File: config.mk
export PLATFORM = sky130hd
export DESIGN_NAME = mdu_ctrl
export DESIGN_NICKNAME = d
export VERILOG_FILES = /design/src/rtl/mdu_pkg.sv /design/src/rtl/div_iter_core.sv /design/src/rtl/mdu_ctrl.sv
export SDC_FILE = /design/constraint.sdc
export NUM_CORES = 1
export LEC_CHECK = 0
export ABC_AREA = 1
export CAP_MARGIN = 20
export CORE_ASPECT_RATIO = 1.4
export CORE_MARGIN = 2
export CORE_UTILIZATION = 35
export CTS_CLUSTER_DIAMETER = 80
export CTS_CLUSTER_SIZE = 25
export DETAILED_ROUTE_END_ITERATION = 12
export MAX_ROUTING_LAYER = met4
export PLACE_DENSITY_LB_ADDON = 0.12
export SLEW_MARGIN = 0
export SYNTH_ARGS = -nofsm -noshare
export SYNTH_HDL_FRONTEND = slang
export SYNTH_HIERARCHICAL = 1
export SYNTH_SLANG_ARGS = --single-unit
File: constraint.sdc
create_clock -name clk -period 7.3 [get_ports clk]
set_clock_uncertainty 0.1 [all_clocks]
set_input_delay 1.46 -clock clk [delete_from_list [all_inputs] [get_ports clk]]
set_output_delay 1.46 -clock clk [all_outputs]
set_load 0.02 [all_outputs]
File: src/rtl/mdu_pkg.sv
// Shared definitions for the MDU controller: FSM encoding, divide step count
// and the bit order of the packed op-select vector.
package mdu_pkg;
  localparam int XLEN_DEF  = 32;
  localparam int DIV_ITERS = XLEN_DEF;

  typedef enum logic [1:0] {
    IDLE = 2'd0,
    RUN  = 2'd1,
    DONE = 2'd2
  } mdu_state_e;

  localparam int OP_DIV  = 0;
  localparam int OP_DIVU = 1;
  localparam int OP_MUL  = 2;
  localparam int OP_MTHI = 3;
  localparam int OP_MTLO = 4;
  localparam int OP_W    = 5;

  typedef logic [OP_W-1:0] op_vec_t;
endpackage

File: src/rtl/div_iter_core.sv
// One restoring-division step: shift {rem, quo} left, trial-subtract the
// divisor and keep the difference when it does not go negative.
module div_iter_core #(
  parameter int XLEN = 32
) (
  input  logic [XLEN-1:0] rem,
  input  logic [XLEN-1:0] quo,
  input  logic [XLEN-1:0] divisor,
  output logic [XLEN-1:0] rem_next,
  output logic [XLEN-1:0] quo_next
);
  logic [XLEN:0] rem_sh;
  logic [XLEN:0] trial;

  always_comb begin
    rem_sh = {rem, quo[XLEN-1]};
    trial  = rem_sh - {1'b0, divisor};
    // rem < divisor always holds, so the msb of trial is a clean sign bit
    if (!trial[XLEN]) begin
      rem_next = trial[XLEN-1:0];
      quo_next = {quo[XLEN-2:0], 1'b1};
    end else begin
      rem_next = rem_sh[XLEN-1:0];
      quo_next = {quo[XLEN-2:0], 1'b0};
    end
  end
endmodule

File: src/rtl/mdu_ctrl.sv
// Execute-stage MDU controller: owns HI/LO, commits mul/mthi/mtlo in one
// cycle and sequences a restoring divider, stalling execute via op_ready.
module mdu_ctrl
  import mdu_pkg::*;
#(
  parameter int XLEN = XLEN_DEF
) (
  input  logic            clk,
  input  logic            reset,
  input  logic            op_valid,
  input  logic            op_div,
  input  logic            op_divu,
  input  logic            op_mul,
  input  logic            op_mthi,
  input  logic            op_mtlo,
  input  logic [XLEN-1:0] src1,
  input  logic [XLEN-1:0] src2,
  input  logic [XLEN-1:0] mul_hi,
  input  logic [XLEN-1:0] mul_lo,
  input  logic            op_accept,
  output logic            op_ready,
  output logic            busy,
  output logic [XLEN-1:0] hi_rdata,
  output logic [XLEN-1:0] lo_rdata
);
  localparam int NITER = XLEN;
  localparam int CW    = $clog2(NITER + 1);
  localparam logic [CW-1:0] LAST = CW'(NITER - 1);

  mdu_state_e      state_q, state_d;
  logic [XLEN-1:0] hi_q, hi_d, lo_q, lo_d;
  logic [XLEN-1:0] rem_q, rem_d, quo_q, quo_d, dvs_q, dvs_d;
  logic [CW-1:0]   count_q, count_d;
  logic            q_neg_q, q_neg_d, r_neg_q, r_neg_d;

  op_vec_t         op_v;
  logic            is_div, commit, s1, s2;
  logic [XLEN-1:0] rem_nx, quo_nx;

  div_iter_core #(.XLEN(XLEN)) u_step (
    .rem      (rem_q),
    .quo      (quo_q),
    .divisor  (dvs_q),
    .rem_next (rem_nx),
    .quo_next (quo_nx)
  );

  always_comb begin
    op_v = '0;
    if (op_valid) begin
      op_v[OP_DIV]  = op_div;
      op_v[OP_DIVU] = op_divu;
      op_v[OP_MUL]  = op_mul;
      op_v[OP_MTHI] = op_mthi;
      op_v[OP_MTLO] = op_mtlo;
    end
    is_div = op_v[OP_DIV] | op_v[OP_DIVU];
    commit = op_valid & op_accept & ~is_div;
    s1     = op_v[OP_DIV] & src1[XLEN-1];
    s2     = op_v[OP_DIV] & src2[XLEN-1];

    state_d  = state_q;
    hi_d     = hi_q;
    lo_d     = lo_q;
    rem_d    = rem_q;
    quo_d    = quo_q;
    dvs_d    = dvs_q;
    count_d  = count_q;
    q_neg_d  = q_neg_q;
    r_neg_d  = r_neg_q;
    op_ready = 1'b1;

    case (state_q)
      IDLE: begin
        op_ready = ~is_div;
        if (commit) begin
          if (op_v[OP_MUL]) begin
            hi_d = mul_hi;
            lo_d = mul_lo;
          end
          if (op_v[OP_MTHI]) hi_d = src1;
          if (op_v[OP_MTLO]) lo_d = src1;
        end
        if (is_div) begin
          quo_d   = s1 ? -src1 : src1;
          dvs_d   = s2 ? -src2 : src2;
          rem_d   = '0;
          count_d = '0;
          q_neg_d = s1 ^ s2;
          r_neg_d = s1;
          state_d = RUN;
        end
      end
      RUN: begin
        op_ready = 1'b0;
        rem_d    = rem_nx;
        quo_d    = quo_nx;
        count_d  = count_q + CW'(1);
        // final step: results land in HI/LO on the same edge that enters DONE
        if (count_q == LAST) begin
          state_d = DONE;
          lo_d    = q_neg_q ? -quo_nx : quo_nx;
          hi_d    = r_neg_q ? -rem_nx : rem_nx;
        end
      end
      DONE: begin
        op_ready = 1'b1;
        if (op_accept) state_d = IDLE;
      end
      default: state_d = IDLE;
    endcase
  end

  always_ff @(posedge clk or posedge reset) begin
    if (reset) begin
      state_q <= IDLE;
      hi_q    <= '0;
      lo_q    <= '0;
      rem_q   <= '0;
      quo_q   <= '0;
      dvs_q   <= '0;
      count_q <= '0;
      q_neg_q <= 1'b0;
      r_neg_q <= 1'b0;
    end else begin
      state_q <= state_d;
      hi_q    <= hi_d;
      lo_q    <= lo_d;
      rem_q   <= rem_d;
      quo_q   <= quo_d;
      dvs_q   <= dvs_d;
      count_q <= count_d;
      q_neg_q <= q_neg_d;
      r_neg_q <= r_neg_d;
    end
  end

  assign busy     = (state_q != IDLE);
  assign hi_rdata = hi_q;
  assign lo_rdata = lo_q;
endmodule

# --- Word level (Yosys, flattened, before mapping) ---
# Index checks and enable logic that the tools add are counted.
# W data, S select, Z words.
op_classes:
  n_addsub: 6
  eq_ne: 9
  mux: 28
  n_bitwise: 7
  reduce_logical: 8
ops:
  columns: ["operator", "n"]
  rows:
  - ["$mux W32", 15]
  - ["$pmux W32 S2", 4]
  - ["$neg A32 Y32", 4]
  - ["$sub A33 B32 Y33", 1]
  - ["$pmux W6 S2", 1]
  - ["$ne A2 B2 Y1 const B", 4]
  - ["$reduce_and A4 Y1", 2]
  - ["$add A6 B1 Y6 const B", 1]
  - ["$eq A6 B5 Y1 const B", 1]
  - ["$mux W2", 3]
  - ["$mux W6", 1]
  - ["$ne A3 B3 Y1 const B", 2]
  - ["$pmux W2 S3", 1]
  - ["$mux W5", 1]
  - ["$and A1 B1 Y1", 4]
  - ["$reduce_and A2 Y1", 2]
  - ["$reduce_bool A2 Y1", 2]
  - ["$reduce_and A3 Y1", 1]
  - ["$eq A2 B1 Y1 const B", 1]
  - ["$eq A2 B2 Y1 const B", 1]
  - ["$logic_not A2 Y1", 1]
  - ["$pmux W1 S2", 1]
  - ["$mux W1", 1]
  - ["$not A1 Y1", 1]
  - ["2 further kinds", 2]
word_totals:
  ff_bits: 170
  output_inout_bits: 66
  word_cells: 67

# --- Longest topological paths before layout ---
# Gate-level depths: netlist of the first run.
depth:
  ltp_word: 6
  ltp_mapped: 28
  ltp_nobuf: 27

# --- By module ---
# The synthesis of the first run kept the hierarchy.
modules_own_cells:
  columns: ["mod", "instances", "cells_each", "area_each_um2", "seq_area_each_um2"]
  rows:
  - ["mdu_ctrl", 1, 1974, 12077.8, 4254.1]
  - ["div_iter_core", 1, 714, 3395.8, 0.0]

# --- Least setup slack after synthesis of the first run ---
# Ideal clock, no wire load.
synth_path:
  path_kind: "input -> output"
  start: "input op_divu"
  end: "output op_ready"
  arrival_time_ns: 2.246
  t_required_ns: 5.740
  path_slack_ns: 3.494
  stages: 5
  cell_sequence: "o21ai_1 nor2_2 nor2_2 buf_2 buf_2"
synth_via:
  elab_chain_len: 4
synth_lines:
  columns: ["element", "line_no", "text"]
  rows:
  - ["start: declaration", "mdu_ctrl.sv:12", "input logic op_divu,"]
  - ["$mux W5", "mdu_ctrl.sv:50", "if (op_valid) begin"]
  - ["$or A1 B1 Y1", "mdu_ctrl.sv:57", "is_div = op_v[OP_DIV] | op_v[OP_DIVU];"]
  - ["$not A1 Y1", "mdu_ctrl.sv:75", "op_ready = ~is_div;"]
  - ["$pmux W1 S2", "mdu_ctrl.sv:73", "case (state_q)"]
  - ["end: declaration", "mdu_ctrl.sv:21", "output logic op_ready,"]
# Every way passes these cells.

# --- Final worst setup path of the first run ---
layout_path:
  start: "input op_valid"
  end: "output op_ready"
layout_via:
  elab_chain_len: 4
layout_lines:
  columns: ["element", "line_no", "text"]
  rows:
  - ["start: declaration", "mdu_ctrl.sv:10", "input logic op_valid,"]
  - ["$mux W5", "mdu_ctrl.sv:50", null]
  - ["$or A1 B1 Y1", "mdu_ctrl.sv:57", null]
  - ["$not A1 Y1", "mdu_ctrl.sv:75", null]
  - ["$pmux W1 S2", "mdu_ctrl.sv:73", null]
# Every way passes these cells.

==> metrics, run 1 <==
outcome finished, final reports clean; unrepaired setup endpoints after global routing no; First-pass DRT Iterations 5; worst skew pair latency 470 ps; R2R Path Start quo_q[31]; H-Tree Depth 4; synth-to-layout area growth 17.7%; fillers 4820; switch share about 60%; Placeable Area between 0.04 and 0.05 mm^2; most common cell after layout, fill and taps aside nand2_1; Reg power frac 17.6%; IO Port Bufs 202; Hold Crit Start dvs_q[23]; # rows slightly above 90; Critical Path RT between 5000 and 6000 ps; Ys Warns 6; HP Class flop to flop; Internal 4.27 mW; Psw 6.11 mW; Async S/R FF share, synth 100%; crit path time final 4760 ps; most frequent cells in the layout nand2_1, nor2_1, inv_1, nand3_1, clkdlybuf4s50_1; MaxCap Viol Count 0; Crit path largest cell delay ~580 ps; Netlist cell types 43; CTS Buf Count 17; total gr overflow 0; syn_nets 2863; crit-path cells clkdlybuf4s50_1, o21ai_1, nor2_2, nor2_4, clkdlybuf4s50_1; vias in the first global route about 17000; setup violators final 0; Syn Std Cell Area 0.0155 mm^2; Initial DRC Count 1378; post-DP HPWL 53300 um; CTS tree built; Reg2Reg Depth 24; wire length per cell 19.8 um; CP dominant cell by count clkdlybuf4s50_1; r2r endpoint lo_rdata[20]; Die Y about 250 um; Gate Count Post-Synth 2688; vias post-DR 17400; startpoint types input pin; CP Class input pin to output pin; Post-DRT Antenna Nets 0; clock sink total 170; I/O pins 203; worst hold stages 2; Post-synth EDFFs 0; Area after DPL 0.0176 mm^2; Initial Util 35.3%; WHS Endpoint dvs_q[23]; drt drc 0; Finished Core Util between 40 and 50%; Worst-Margin Slew 943 ps; Seq/Total Area, Yosys a little over a quarter; Final Power 10.4 mW; f_max 210 MHz; post-CTS sizing 0; CTS root buf clkbuf_16; CTS Hold Bufs 0; final worst path period share 65.2%; Final Hold Fails 0; synthesized area per cell 5.76 um^2; antenna violations before repair 0; DR vias/cell 5.16; Cell Pwr Density 570 mW/mm^2; CP Data Arrival Time 3200 ps; CP max-delay cell clkdlybuf4s50_1; Rel. slew slack 37.1%; CTS clock-pin slew for the worst setup and hold paths roughly 70 ps; dominant cell type by area after synthesis dfrtp_1; Worst setup EP type output pin; flops & latches, synth 170; Total Routing Usage GR 29.7%; Reg2Reg Setup Slack 3050 ps; GPL Wtd Cong just under 1; ANT cells 0; Fin Setup TNS 0 ps; Top FF cell, synth dfrtp_1; Post CTS Setup Buffer Count 0; fin area around 0.018 mm^2; leakage 9.30 nW; Routed WL 66600 um; top cells by area, synth dfrtp_1, nand2_1, nor2_1; Yosys top cell area share 27.5%; first-pass GRT wire length 99900 um; max-slew violations 0; clock tree buffer depth 2; CP Max Fanout 6; Clock Power Share 9.0%; Peak supply drop 309 uV; Die Area about 0.046 mm^2; Die Wd roughly 180 um; nets@finish 2975; largest net degree at the start of global routing 89; Logic pwr share roughly three quarters; layout cells sized above 1 3.13%
==> cell usage after synthesis (6+ instances only) <==
cell	n
inv_1	331
o22ai_1	7
a21oi_1	100
nor2_1	347
dfrtp_1	170
or2_2	11
o21bai_1	8
nand3b_1	12
buf_4	38
nand3_1	224
o21ai_0	141
xor2_1	27
nor3_1	13
o21a_1	6
buf_2	43
o21ai_1	39
nand2_1	982
nand4_1	39
nand2_2	9
ha_1	37
or2_1	18
clkbuf_1	36
inv_2	10
==> area by class of cell <==
class,instances,area (um^2),share of cell area [%]
multi-input cells,2052,9260,50.8
repair buffers,217,2150,11.8
clock buffers,18,429,2.36
inverters,342,1290,7.09
flip-flops and latches,170,4250,23.4
clock inverters,13,134,0.735
well taps,558,698,3.83
==> power groups by stage <==
stage	Clock (mW)	Sequential [mW]	Combinational, mW
after floorplan	0	1.86	5.16
after global placement	0	1.84	7.52
after detailed placement	0	1.84	7.53
after CTS	0.956	1.83	7.57
after global routing	0.990	1.88	8.46
final	0.936	1.83	7.61
==> how the worst max path moves through the flow <==
stage,slack [ps],depth (start not counted),end,start
CTS,2520,5,op_ready,op_valid
global placement,2550,5,op_ready,op_valid
global route,2480,5,op_ready,op_valid
floorplan,1140,1,count_q[0],reset
detailed placement,2530,5,op_ready,op_valid
finish,2540,5,op_ready,op_valid
==> stage by stage <==
step | std cells | hold WS [ps] | worst slack (ps)
after floorplan | 2688 | 349 | 1140
after global placement | 3338 | 370 | 2550
after detailed placement | 3338 | 364 | 2530
after CTS | 3369 | 385 | 2520
after global routing | 3370 | 399 | 2480
final | 3370 | 383 | 2540
==> cell families after synthesis <==
family / count (synthesis) / share of synthesized area (%)
and+or+nand+nor: 1674 / 44.5
AOI/OAI and AO/OA: 312 / 10.6
DFF: 170 / 27.5
xor gates and xnor gates: 28 / 1.58
buffers and inverters: 466 / 12.7
adders and majority gates: 38 / 3.12
==> metal layers <==
layer  GRT usage (%)  part of all wire [%]  vias up
li1                -                     -     8621
met1            32.1                    39     8115
met2            54.4                    53      528
met3            2.88                   3.4      125
met4            14.7                   5.2        0
met5               -                     0        -
==> state kept, by name (all words and copies together) (netlist names) <==
signal and flops:
hi_rdata 32, quo_q 32, lo_rdata 32, r_neg_q 1, q_neg_q 1, rem_q 32, dvs_q 32, state_q 2
count_q 6
==> worst max-delay path, delay by kind of cell <==
kind,cells,cell delay (ps)
buf+inv,2,1140
simple gates,2,480
compound gates,1,120
Note: power is estimated with default switching activity, not from simulation.
==> run 2: changes to the inputs <==
==> constraint.sdc (replaced) <==
create_clock -name clk -period 3.9 [get_ports clk]
set_clock_uncertainty 0.1 [all_clocks]
set_input_delay 0.78 -clock clk [delete_from_list [all_inputs] [get_ports clk]]
set_output_delay 0.78 -clock clk [all_outputs]
set_load 0.02 [all_outputs]
==> metrics, run 2 (synthesis results as in run 1) <==
outcome finished, final reports clean (unchanged); worst setup path end hi_rdata[27] (was op_ready); MaxCap Viol Count 0 (unchanged); DR vias/cell 5.09 (was 5.16); Worst setup EP type flop (was output pin); CTS Buf Count 17 (unchanged); CP max-delay cell fa_1 (was clkdlybuf4s50_1); largest net degree at the start of global routing 99 (was 89); Post-DRT Antenna Nets 0 (unchanged); Reg2Reg Depth 24 (unchanged); Total Routing Usage GR 29.7% (about the same); GPL Wtd Cong 1.01 (was 0.965); vias in the first global route 16800 (about the same); CP dominant cell by count nand2_1 (was clkdlybuf4s50_1); r2r endpoint hi_rdata[27] (was lo_rdata[20]); Internal 8.22 mW (was 4.27 mW); Final Hold Fails 0 (unchanged); crit path time final 3630 ps; Fin Setup TNS 0 ps (unchanged); CTS clock-pin slew for the worst setup and hold paths 80 ps (was 70 ps); startpoint types flop (was input pin); Clock Power Share 8.9% (was 9.0%); register area 0.00425 mm^2 (unchanged); max-slew violations 0 (unchanged); fillers 4832 (was 4820); total gr overflow 0 (unchanged); most common cell after layout, fill and taps aside nand2_1 (unchanged); drt drc 0 (unchanged); I/O pins 203 (unchanged); Crit path largest cell delay 410 ps (was 580 ps); Buf/Inv on CP 3 (was 2); crit-path cells inv_1, ha_1, fa_1, inv_1, nand2_1, nand2_1, nand3_1, nand2_2, nand2_1, nand2_2, nand2_2, nand3_1, nand2_4, buf_4, nand2_1, nand2_1, nor2_2, nand2_1, nor2_1, nand2_1, nand2_1, a21oi_1, nor2_1, nor2_1 (was clkdlybuf4s50_1, o21ai_1, nor2_2, nor2_4, clkdlybuf4s50_1); area of the multi-input gates 0.00928 mm^2 (was 0.00926 mm^2); setup violators final 0 (unchanged); Psw 11.5 mW (was 6.11 mW); Reg power frac 17.4% (was 17.6%); Worst-Margin Slew 787 ps (was 943 ps); Placeable Area 0.0438 mm^2 (unchanged); Die Y 253 um (unchanged); Cell Pwr Density 1070 mW/mm^2 (was 570 mW/mm^2); CTS tree built (unchanged); CP top delay family simple AND/OR/NAND/NOR gates (was buffers and inverters); synth-to-layout area growth 19.1% (was 17.7%); leakage 9.42 nW (was 9.30 nW); Initial DRC Count 1334 (was 1378); First-pass DRT Iterations 6 (was 5); CP Data Arrival Time 3890 ps (was 3200 ps); Peak supply drop 587 uV (was 309 uV); CTS root buf clkbuf_16 (unchanged); # rows 91 (unchanged); clock tree buffer depth 2 (unchanged); H-Tree Depth 4 (unchanged); WP depth 24 (was 5); wire length per cell 19.6 um (was 19.8 um); Die Wd 182 um (unchanged); worst skew pair latency 490 ps (was 470 ps); nets@finish 2995 (was 2975); post-DP HPWL 53600 um (was 53300 um); final worst path period share 93.0%; first-pass GRT wire length 99300 um (was 99900 um); layout cells sized above 1 3.99% (was 3.13%); clock sink total 170 (unchanged); vias post-DR 17300 (was 17400); Die Area 0.0459 mm^2 (unchanged); Rel. slew slack 47.6% (was 37.1%); Final Power 19.7 mW (was 10.4 mW); R2R Path Start quo_q[31] (unchanged); Logic pwr share 73.7% (was 73.4%); CP Max Fanout 18 (was 6); CP Launch Point quo_q[31] (was op_valid); Critical Path RT 4170 ps (was 5740 ps); CP Class flop to flop (was input pin to output pin); f_max 276 MHz; HP Class flop to flop (unchanged); Initial Util 35.3% (unchanged); antenna violations before repair 1 (was 0); switch share 58.3% (was 58.8%); Routed WL 66400 um (was 66600 um); IO Port Bufs 202 (unchanged); Reg2Reg Setup Slack 270 ps (was 3050 ps); most frequent cells in the layout nand2_1, nor2_1, inv_1, nand3_1, clkdlybuf4s50_1 (unchanged)
run 2: cell types whose count changed in the layout (fill, tap and decap cells not counted), moves of 2 or more:
cell and delta:
nor2_1 -2, inv_6 -2, buf_12 +4, clkinvlp_4 +2, buf_4 +15, clkinv_2 +2
clkinv_4 -2, nor2_2 +2, clkbuf_8 +2
run 2: power groups by stage:
stage / Sequential (mW) / Clock, mW / Combinational (mW)
floorplan: 3.48 / 0 / 9.66
global placement: 3.45 / 0 / 14.3
detailed placement: 3.45 / 0 / 14.3
CTS: 3.44 / 1.79 / 14.4
global route: 3.53 / 1.85 / 16.2
finish: 3.43 / 1.76 / 14.5
run 2: how the worst min path moves through the flow:
stage | depth (start not counted) | start | endpoint
finish | 2 | dvs_q[24] | dvs_q[24]
global route | 2 | hi_rdata[5] | hi_rdata[5]
CTS | 2 | dvs_q[24] | dvs_q[24]
detailed placement | 2 | lo_rdata[8] | lo_rdata[8]
global placement | 2 | dvs_q[17] | dvs_q[17]
floorplan | 2 | dvs_q[31] | dvs_q[31]
run 2: through the flow:
step	hold WS, ps	utilization, %	setup WS, ps	area [um^2]	instances
3_3_place_gp	370	40.7	255	17800	3355
3_5_place_dp	364	40.7	191	17800	3355
2_1_floorplan	349	-	535	15500	2688
5_1_grt	406	42.1	-5.92	18400	3392
4_1_cts	384	42.0	170	18400	3387
6_report	381	42.1	274	18400	3392
run 2: layout make-up:
class	instances	share of cell area, %
clock buffers	20	2.48
diodes	1	0.0136
well taps	558	3.79
multi-input cells	2053	50.3
repair buffers	236	12.7
inverters	342	7.00
clock inverters	12	0.618
flip-flops and latches	170	23.1
run 2: worst reg2reg max path, stage by stage, from the launching register on:
cell and delay [ps]:
dfrtp_1 360, inv_1 50, ha_1 220, fa_1 410
inv_1 110, nand2_1 50, nand2_1 70, nand3_1 80
nand2_2 110, nand2_1 70, nand2_2 80, nand2_2 80
nand3_1 120, nand2_4 140, buf_4 230, nand2_1 70
nand2_1 180, nor2_2 210, nand2_1 80, nor2_1 210
nand2_1 100, nand2_1 90, a21oi_1 70, nor2_1 150
nor2_1 70
run 2: metal layers:
metal,track usage [%],share of wire [%]
met5,-,0
met4,15.7,5.4
met3,3.47,4.0
met2,54.1,53
met1,31.5,38
run 2: repair_timing:
| item | 4_1_cts | 5_1_grt |
|---|---|---|
| hold buffers | 0 | 0 |
| gates resized for setup | 0 | 5 |
| buffers inserted | 0 | 3 |
| setup endpoints to repair | 0 | 22 |
